[src/rtl/mem_rd_responder_if.sv]
// mem_rd_responder_if: read-request bus between a read client (master) and mem_rd_responder (slave).
//   mem_req        client -> responder  level request, held until mem_gnt
//   mem_start_addr client -> responder  byte start address
//   mem_size_bytes client -> responder  number of bytes requested
//   mem_gnt        responder -> client  one-cycle response valid
//   mem_last       responder -> client  last beat, equal to mem_gnt
//   mem_data       responder -> client  response bytes, byte i at [8i+7:8i]
//   mem_last_valid responder -> client  index of last valid byte
//   size_err       responder -> client  request size was clamped
interface mem_rd_responder_if #(
    parameter int ADDR_WIDTH = 19,
    parameter int WORD_WIDTH = 8,
    parameter int NUM_WORDS_IN_LINE = 32,
    parameter int MAX_BYTES_TO_RD = 20,
    parameter int LOG2_MAX_BYTES_TO_RD = $clog2(MAX_BYTES_TO_RD)
);
    logic                                    mem_req;
    logic [ADDR_WIDTH-1:0]                   mem_start_addr;
    logic [LOG2_MAX_BYTES_TO_RD-1:0]         mem_size_bytes;
    logic                                    mem_gnt;
    logic                                    mem_last;
    logic [NUM_WORDS_IN_LINE*WORD_WIDTH-1:0] mem_data;
    logic [$clog2(NUM_WORDS_IN_LINE)-1:0]    mem_last_valid;
    logic                                    size_err;
    modport master (
        output mem_req, mem_start_addr, mem_size_bytes,
        input  mem_gnt, mem_last, mem_data, mem_last_valid, size_err
    );
    modport slave (
        input  mem_req, mem_start_addr, mem_size_bytes,
        output mem_gnt, mem_last, mem_data, mem_last_valid, size_err
    );
endinterface

[src/rtl/mem_rd_responder.sv]
// mem_rd_responder: serves a read request by fetching one or two SRAM lines and returning one byte-aligned beat.
//   clk, rst_n    clock and asynchronous active-low reset
//   mem           mem_rd_responder_if.slave request/response bus
//   sram_rd_en    SRAM read strobe
//   sram_rd_addr  SRAM line address
//   sram_rd_data  SRAM line data, valid one cycle after sram_rd_en
//   rsp_cnt       saturating count of grants      (only with MEM_RD_RSP_STATS_EN)
//   clamp_cnt     saturating count of size clamps (only with MEM_RD_RSP_STATS_EN)
module mem_rd_responder #(
    parameter int ADDR_WIDTH = 19,
    parameter int WORD_WIDTH = 8,
    parameter int NUM_WORDS_IN_LINE = 32,
    parameter int MAX_BYTES_TO_RD = 20,
    parameter int LOG2_MAX_BYTES_TO_RD = $clog2(MAX_BYTES_TO_RD),
    parameter int LINE_AW = ADDR_WIDTH - $clog2(NUM_WORDS_IN_LINE)
) (
    input  logic                                    clk,
    input  logic                                    rst_n,
    mem_rd_responder_if.slave                       mem,
    output logic                                    sram_rd_en,
    output logic [LINE_AW-1:0]                      sram_rd_addr,
    input  logic [NUM_WORDS_IN_LINE*WORD_WIDTH-1:0] sram_rd_data
`ifdef MEM_RD_RSP_STATS_EN
    ,
    output logic [15:0]                             rsp_cnt,
    output logic [7:0]                              clamp_cnt
`endif
);
    localparam int OFF_W = $clog2(NUM_WORDS_IN_LINE);
    localparam int LW = NUM_WORDS_IN_LINE * WORD_WIDTH;
    typedef enum logic [2:0] {IDLE, RD0, RD1, WAIT, RESP} state_t;
    state_t                          state;
    logic [OFF_W-1:0]                off;
    logic [LINE_AW-1:0]              line0;
    logic [LOG2_MAX_BYTES_TO_RD-1:0] size;
    logic                            err;
    logic                            span;
    logic [LW-1:0]                   lo;
    logic [OFF_W-1:0]                req_off;
    logic [LOG2_MAX_BYTES_TO_RD-1:0] req_size;
    logic                            req_clamp;
    logic [2*LW-1:0]                 pair;
    logic [LW-1:0]                   data_next;
    always_comb begin
        req_off   = mem.mem_start_addr[OFF_W-1:0];
        req_clamp = 32'(mem.mem_size_bytes) > MAX_BYTES_TO_RD;
        req_size  = req_clamp ? LOG2_MAX_BYTES_TO_RD'(MAX_BYTES_TO_RD) : mem.mem_size_bytes;
        // Non-spanning responses never index past the low line, so the upper half is a don't-care there.
        pair      = {sram_rd_data, span ? lo : sram_rd_data};
        for (int i = 0; i < NUM_WORDS_IN_LINE; i++)
            data_next[i*WORD_WIDTH +: WORD_WIDTH] = (i < 32'(size)) ?
                pair[(32'(off) + i)*WORD_WIDTH +: WORD_WIDTH] : '0;
    end
    always_ff @(posedge clk or negedge rst_n) begin
        if (!rst_n) begin
            state              <= IDLE;
            off                <= '0;
            line0              <= '0;
            size               <= '0;
            err                <= 1'b0;
            span               <= 1'b0;
            lo                 <= '0;
            sram_rd_en         <= 1'b0;
            sram_rd_addr       <= '0;
            mem.mem_gnt        <= 1'b0;
            mem.mem_last       <= 1'b0;
            mem.size_err       <= 1'b0;
            mem.mem_data       <= '0;
            mem.mem_last_valid <= '0;
        end else begin
            case (state)
                IDLE: if (mem.mem_req) begin
                    state        <= RD0;
                    off          <= req_off;
                    line0        <= mem.mem_start_addr[ADDR_WIDTH-1:OFF_W];
                    size         <= req_size;
                    err          <= req_clamp;
                    span         <= 32'(req_off) + 32'(req_size) > NUM_WORDS_IN_LINE;
                    sram_rd_en   <= 1'b1;
                    sram_rd_addr <= mem.mem_start_addr[ADDR_WIDTH-1:OFF_W];
                end
                RD0: begin
                    state        <= span ? RD1 : WAIT;
                    sram_rd_en   <= span;
                    sram_rd_addr <= span ? line0 + 1'b1 : line0;
                end
                RD1: begin
                    state      <= WAIT;
                    sram_rd_en <= 1'b0;
                    lo         <= sram_rd_data;
                end
                WAIT: begin
                    state              <= RESP;
                    mem.mem_gnt        <= 1'b1;
                    mem.mem_last       <= 1'b1;
                    mem.size_err       <= err;
                    mem.mem_data       <= data_next;
                    mem.mem_last_valid <= (size == '0) ? '0 : OFF_W'(size - 1'b1);
                end
                RESP: begin
                    state        <= IDLE;
                    mem.mem_gnt  <= 1'b0;
                    mem.mem_last <= 1'b0;
                    mem.size_err <= 1'b0;
                end
                default: state <= IDLE;
            endcase
        end
    end
`ifdef MEM_RD_RSP_STATS_EN
    always_ff @(posedge clk or negedge rst_n) begin
        if (!rst_n) begin
            rsp_cnt   <= '0;
            clamp_cnt <= '0;
        end else begin
            if (mem.mem_gnt && rsp_cnt != '1) rsp_cnt <= rsp_cnt + 1'b1;
            if (mem.size_err && clamp_cnt != '1) clamp_cnt <= clamp_cnt + 1'b1;
        end
    end
`endif
endmodule

[src/flat_wrapper.sv]
// flat-port wrapper written by rule: the top's interface ports become plain ports
module mem_rd_responder_flat 
#(
    parameter int ADDR_WIDTH = 19,
    parameter int WORD_WIDTH = 8,
    parameter int NUM_WORDS_IN_LINE = 32,
    parameter int MAX_BYTES_TO_RD = 20,
    parameter int LOG2_MAX_BYTES_TO_RD = $clog2(MAX_BYTES_TO_RD),
    parameter int LINE_AW = ADDR_WIDTH - $clog2(NUM_WORDS_IN_LINE)
)
  (clk, rst_n, sram_rd_en, sram_rd_addr, sram_rd_data, mem_mem_req, mem_mem_start_addr, mem_mem_size_bytes, mem_mem_gnt, mem_mem_last, mem_mem_data, mem_mem_last_valid, mem_size_err);
  mem_rd_responder_if #(.ADDR_WIDTH(ADDR_WIDTH), .WORD_WIDTH(WORD_WIDTH), .NUM_WORDS_IN_LINE(NUM_WORDS_IN_LINE), .MAX_BYTES_TO_RD(MAX_BYTES_TO_RD), .LOG2_MAX_BYTES_TO_RD(LOG2_MAX_BYTES_TO_RD)) mem_i ();
  input  logic clk;
  input  logic rst_n;
  output logic sram_rd_en;
  output logic [LINE_AW-1:0] sram_rd_addr;
  input  logic [NUM_WORDS_IN_LINE*WORD_WIDTH-1:0] sram_rd_data;
  input wire logic [$bits(mem_i.mem_req)-1:0] mem_mem_req;
  input wire logic [$bits(mem_i.mem_start_addr)-1:0] mem_mem_start_addr;
  input wire logic [$bits(mem_i.mem_size_bytes)-1:0] mem_mem_size_bytes;
  output wire logic [$bits(mem_i.mem_gnt)-1:0] mem_mem_gnt;
  output wire logic [$bits(mem_i.mem_last)-1:0] mem_mem_last;
  output wire logic [$bits(mem_i.mem_data)-1:0] mem_mem_data;
  output wire logic [$bits(mem_i.mem_last_valid)-1:0] mem_mem_last_valid;
  output wire logic [$bits(mem_i.size_err)-1:0] mem_size_err;
  assign mem_i.mem_req = mem_mem_req;
  assign mem_i.mem_start_addr = mem_mem_start_addr;
  assign mem_i.mem_size_bytes = mem_mem_size_bytes;
  assign mem_mem_gnt = mem_i.mem_gnt;
  assign mem_mem_last = mem_i.mem_last;
  assign mem_mem_data = mem_i.mem_data;
  assign mem_mem_last_valid = mem_i.mem_last_valid;
  assign mem_size_err = mem_i.size_err;
  mem_rd_responder #(.ADDR_WIDTH(ADDR_WIDTH), .WORD_WIDTH(WORD_WIDTH), .NUM_WORDS_IN_LINE(NUM_WORDS_IN_LINE), .MAX_BYTES_TO_RD(MAX_BYTES_TO_RD), .LOG2_MAX_BYTES_TO_RD(LOG2_MAX_BYTES_TO_RD), .LINE_AW(LINE_AW)) u_core (.clk(clk), .rst_n(rst_n), .mem(mem_i), .sram_rd_en(sram_rd_en), .sram_rd_addr(sram_rd_addr), .sram_rd_data(sram_rd_data));
endmodule
[config.mk]
export PLATFORM = sky130hd
export DESIGN_NAME = mem_rd_responder_flat
export DESIGN_NICKNAME = d
export VERILOG_FILES = /design/src/rtl/mem_rd_responder_if.sv /design/src/rtl/mem_rd_responder.sv /design/src/flat_wrapper.sv
export SDC_FILE = /design/constraint.sdc
export NUM_CORES = 2
export LEC_CHECK = 0
export CAP_MARGIN = 25
export CORE_MARGIN = 5
export CORE_UTILIZATION = 30
export CTS_CLUSTER_SIZE = 30
export DETAILED_ROUTE_END_ITERATION = 10
export HOLD_SLACK_MARGIN = 0.03
export SLEW_MARGIN = 30
export SYNTH_ARGS = -nofsm -noshare
export SYNTH_HDL_FRONTEND = slang
export SYNTH_SLANG_ARGS = --single-unit
[constraint.sdc]
create_clock -name clk -period 6.9 [get_ports clk]
set_input_delay 1.38 -clock clk [delete_from_list [all_inputs] [get_ports clk]]
set_output_delay 1.38 -clock clk [all_outputs]
set_load 0.02 [all_outputs]
==> results.yml <==
finish:
  final_common_cell: "nand2_1"
  n_fill_cell: 17800
  syn2layout_area_growth_pct: 20.9
  nets: 5735
  drive_gt1_frac: 0.281
  final_cell_mix: "nand2_1 (802), mux4_2 (608), clkdlybuf4s50_1 (552)"
clocking:
  cts_root_buf: "clkbuf_16"
  cts_tree: "built"
  clock-sinks: 555
  holdBufCountCts: 0
  clk_transition_reported_paths_ns: 0.05
  cts_setup_buffers: 0
  htree_levels: 3
  insertion_delay_ns: 0.76
  post_cts_resize_count: 0
  cts_buffers: 82
  clock_path_buffers: 3
grt:
  track_usage: 0.450
  first_global_vias: 52600
  grt_max_degree: 136
  grt_pass1_wl_um: 555000
  antenna_found_initial: 86
  overflow: 0
worst_setup_path:
  critPathMaxFanout: 93
  cp-start-kind: "flip-flop"
  r2r_start: "u_core.off[0]$_DFFE_PN0P_"
  cp.arrival_ns: 5.92
  worstSetupPathType: "flip-flop to flip-flop"
  worstPathRequired_ns: 7.54
  crit_start: "u_core.off[0]$_DFFE_PN0P_"
  setup.worst_path.end_class: "flip-flop"
sta:
  finalHoldViolCount: 0
  rsz0062_at_grt: "false"
  slew_viol_final: 0
  timing.final.crit_share: 0.766
  finClkSkew_ns: 0.0366
  period_needed_ns: 5.29
  max_freq_ghz: 0.189
  max_slew_margin: 0.175
  setup_violations: 0
  tns_ns: 0
  worstMarginPinSlew_ns: 1.20
placement:
  place.gp.congestion: 1.08
  io_buffers: 553
  dp.final_hpwl_um: 346000
run:
  max_cap_viol_count: 0
drt:
  vias: 56400
  dr.pass1.iters: 7
  ant_nets: 0
  via_per_inst: 7.13
  drt_iter0_drc: 9369
  wl_um: 433000
  wl_per_cell_um: 54.7
  drc: 0
pwr:
  p_leak_nw: 24.7
  p_seq_frac: 0.159
  power_mw: 46.9
  ir_worst_vdd_mv: 0.348
  powerDensity_nw_per_um2: 725
  switching_share: 0.595
  internal_power_mw: 19.0
  switchingPower_mw: 27.9
  combinationalPowerShare: 0.741
  pwr-share-clk: 0.100
synth:
  netlist.area_leader.share: 0.260
  synthTopCellsByArea: "dfrtp_1 (26%), mux4_2 (26%), mux2_2 (10%), mux2i_1 (7.8%), nand2_1 (5.6%)"
  synth-simple-area-share: 0.106
  synth_area_um2: 53500
  synth_top_family_by_area: "multiplexers"
  synthAdderAreaFrac: 0.00224
  syn_avg_cell_area_um2: 10.6
  ys_ff_latch: 555
  synth_cells: 5053
  synth_edf_count: 0
  synthXorXnorAreaFrac: 0.00295
  synth-compound-area-share: 0.143
  async_reset_ff_frac: 1.00
  ys_warn_count: 0
  synth_ff_type: "dfrtp_1"
  synth.distinct_cells: 85
  synth_top_area_cell: "dfrtp_1"
  yosys-mux-area-fraction: 0.435
  yosysSeqAreaShare: 0.260
die:
  rows: 155
  die_area_um2: 187000
  die_w_um: 432
  start_util: 0.301
  coreArea_um2: 178000
  num_io_pins: 562
  die_h_um: 432
hold_path:
  min_from: "u_core.mem.mem_data[226]$_DFFE_PN0P_"
  hold_path_class: "flip-flop to flip-flop"
status:
  status: "finished clean"
-- Yosys cell counts, types with 9 or more instances --
library cell and n:
buf_4 79, a221o_1 20, o2111ai_1 12, a2bb2oi_1 12
and3_1 20, nand2b_1 25, nand2_1 805, a221oi_1 29
buf_1 39, o221ai_1 60, nor2_1 286, inv_1 28
a22o_1 27, mux4_2 608, a22oi_1 127, a211oi_1 42
clkbuf_1 145, or2_2 14, a31oi_1 28, nand4_1 15
or3_1 11, nand3_1 106, o22ai_1 45, a222oi_1 24
buf_2 163, a32o_1 9, a21o_1 18, a21oi_1 191
nor3_1 31, buf_6 39, dfrtp_1 555, a211o_1 14
and2_1 17, mux2_2 477, xnor2_1 10, mux2i_1 415
o21ai_0 184, o21ai_1 14, o211ai_1 138, a32oi_1 29
nor2b_1 17, o21a_1 15
-- registers in the layout, indices dropped and copies added, names as in the netlist, 3 cells and up --
name                       cells
u_core.line0                  14
u_core.lo                    256
u_core.mem.mem_data          248
u_core.mem.mem_last_valid      5
u_core.off                     5
u_core.size                    5
u_core.sram_rd_addr           14
u_core.state                   3
-- cell families after synthesis --
group | Yosys count
compound gates | 1101
xor+xnor | 18
fa+ha+maj | 9
buf+inv | 504
flops | 555
mux | 1502
other cells | 1
simple gates | 1363
-- power groups by stage --
stage | clock, mW | combinational [mW] | sequential, mW
after global placement | 0 | 32.8 | 7.28
after floorplan | 0 | 17.4 | 6.31
final | 4.71 | 34.7 | 7.45
after global routing | 4.85 | 34.4 | 7.43
after detailed placement | 0 | 32.9 | 7.32
after CTS | 4.76 | 33.0 | 7.27
-- metal layers --
metal / vias up / GRT usage / wire length, um
met5: - / 0.00572 / 488
met4: 38 / 0.346 / 43200
met3: 1175 / 0.168 / 52200
met2: 5004 / 0.629 / 175000
met1: 29400 / 0.558 / 162000
li1: 20700 / - / -
-- per-stage QoR --
stage / cells / setup slack [ns] / area [um2] / hold slack (ns) / utilization
floorplan: 5060 / 3.64 / 53500 / 0.451 / -
global placement: 7711 / 1.94 / 61500 / 0.459 / 0.346
detailed placement: 7713 / 1.99 / 61700 / 0.461 / 0.347
CTS: 7862 / 1.96 / 64500 / 0.472 / 0.363
global route: 7874 / 1.64 / 64600 / 0.494 / 0.363
finish: 7914 / 1.61 / 64700 / 0.471 / 0.364
-- final cells by class --
class / instances / area (um2) / area share
repair buffers: 770 / 7490 / 0.116
well taps: 2355 / 2950 / 0.0455
flip-flops and latches: 555 / 13900 / 0.215
multi-input cells: 4001 / 37200 / 0.575
inverters: 33 / 154 / 0.00238
clock inverters: 29 / 424 / 0.00656
clock buffers: 120 / 2430 / 0.0375
diodes: 51 / 128 / 0.00197
-- worst max-delay path, stage by stage (launching register included) --
cell and delay, ns:
dfrtp_4 0.96, buf_12 0.54, buf_4 0.67, mux4_2 0.72, a22oi_1 0.76, o21ai_0 0.35
a211oi_1 0.51, o22ai_1 0.15, a21o_1 0.20
-- path summary, 6_finish.rpt --
check,endpoint,slack (ns),cells past startpoint
min reg2reg,u_core.mem.mem_data[226]$_DFFE_PN0P_,0.47,2
max,u_core.mem.mem_data[153]$_DFFE_PN0P_,1.61,8
min in group asynchronous,u_core.lo[209]$_DFFE_PN0N_,0.59,1
max reg2reg,u_core.mem.mem_data[153]$_DFFE_PN0P_,1.61,8
max in group asynchronous,u_core.lo[92]$_DFFE_PN0N_,4.92,3
min,u_core.mem.mem_data[226]$_DFFE_PN0P_,0.47,2
Note: power is estimated with default switching activity, not from simulation.
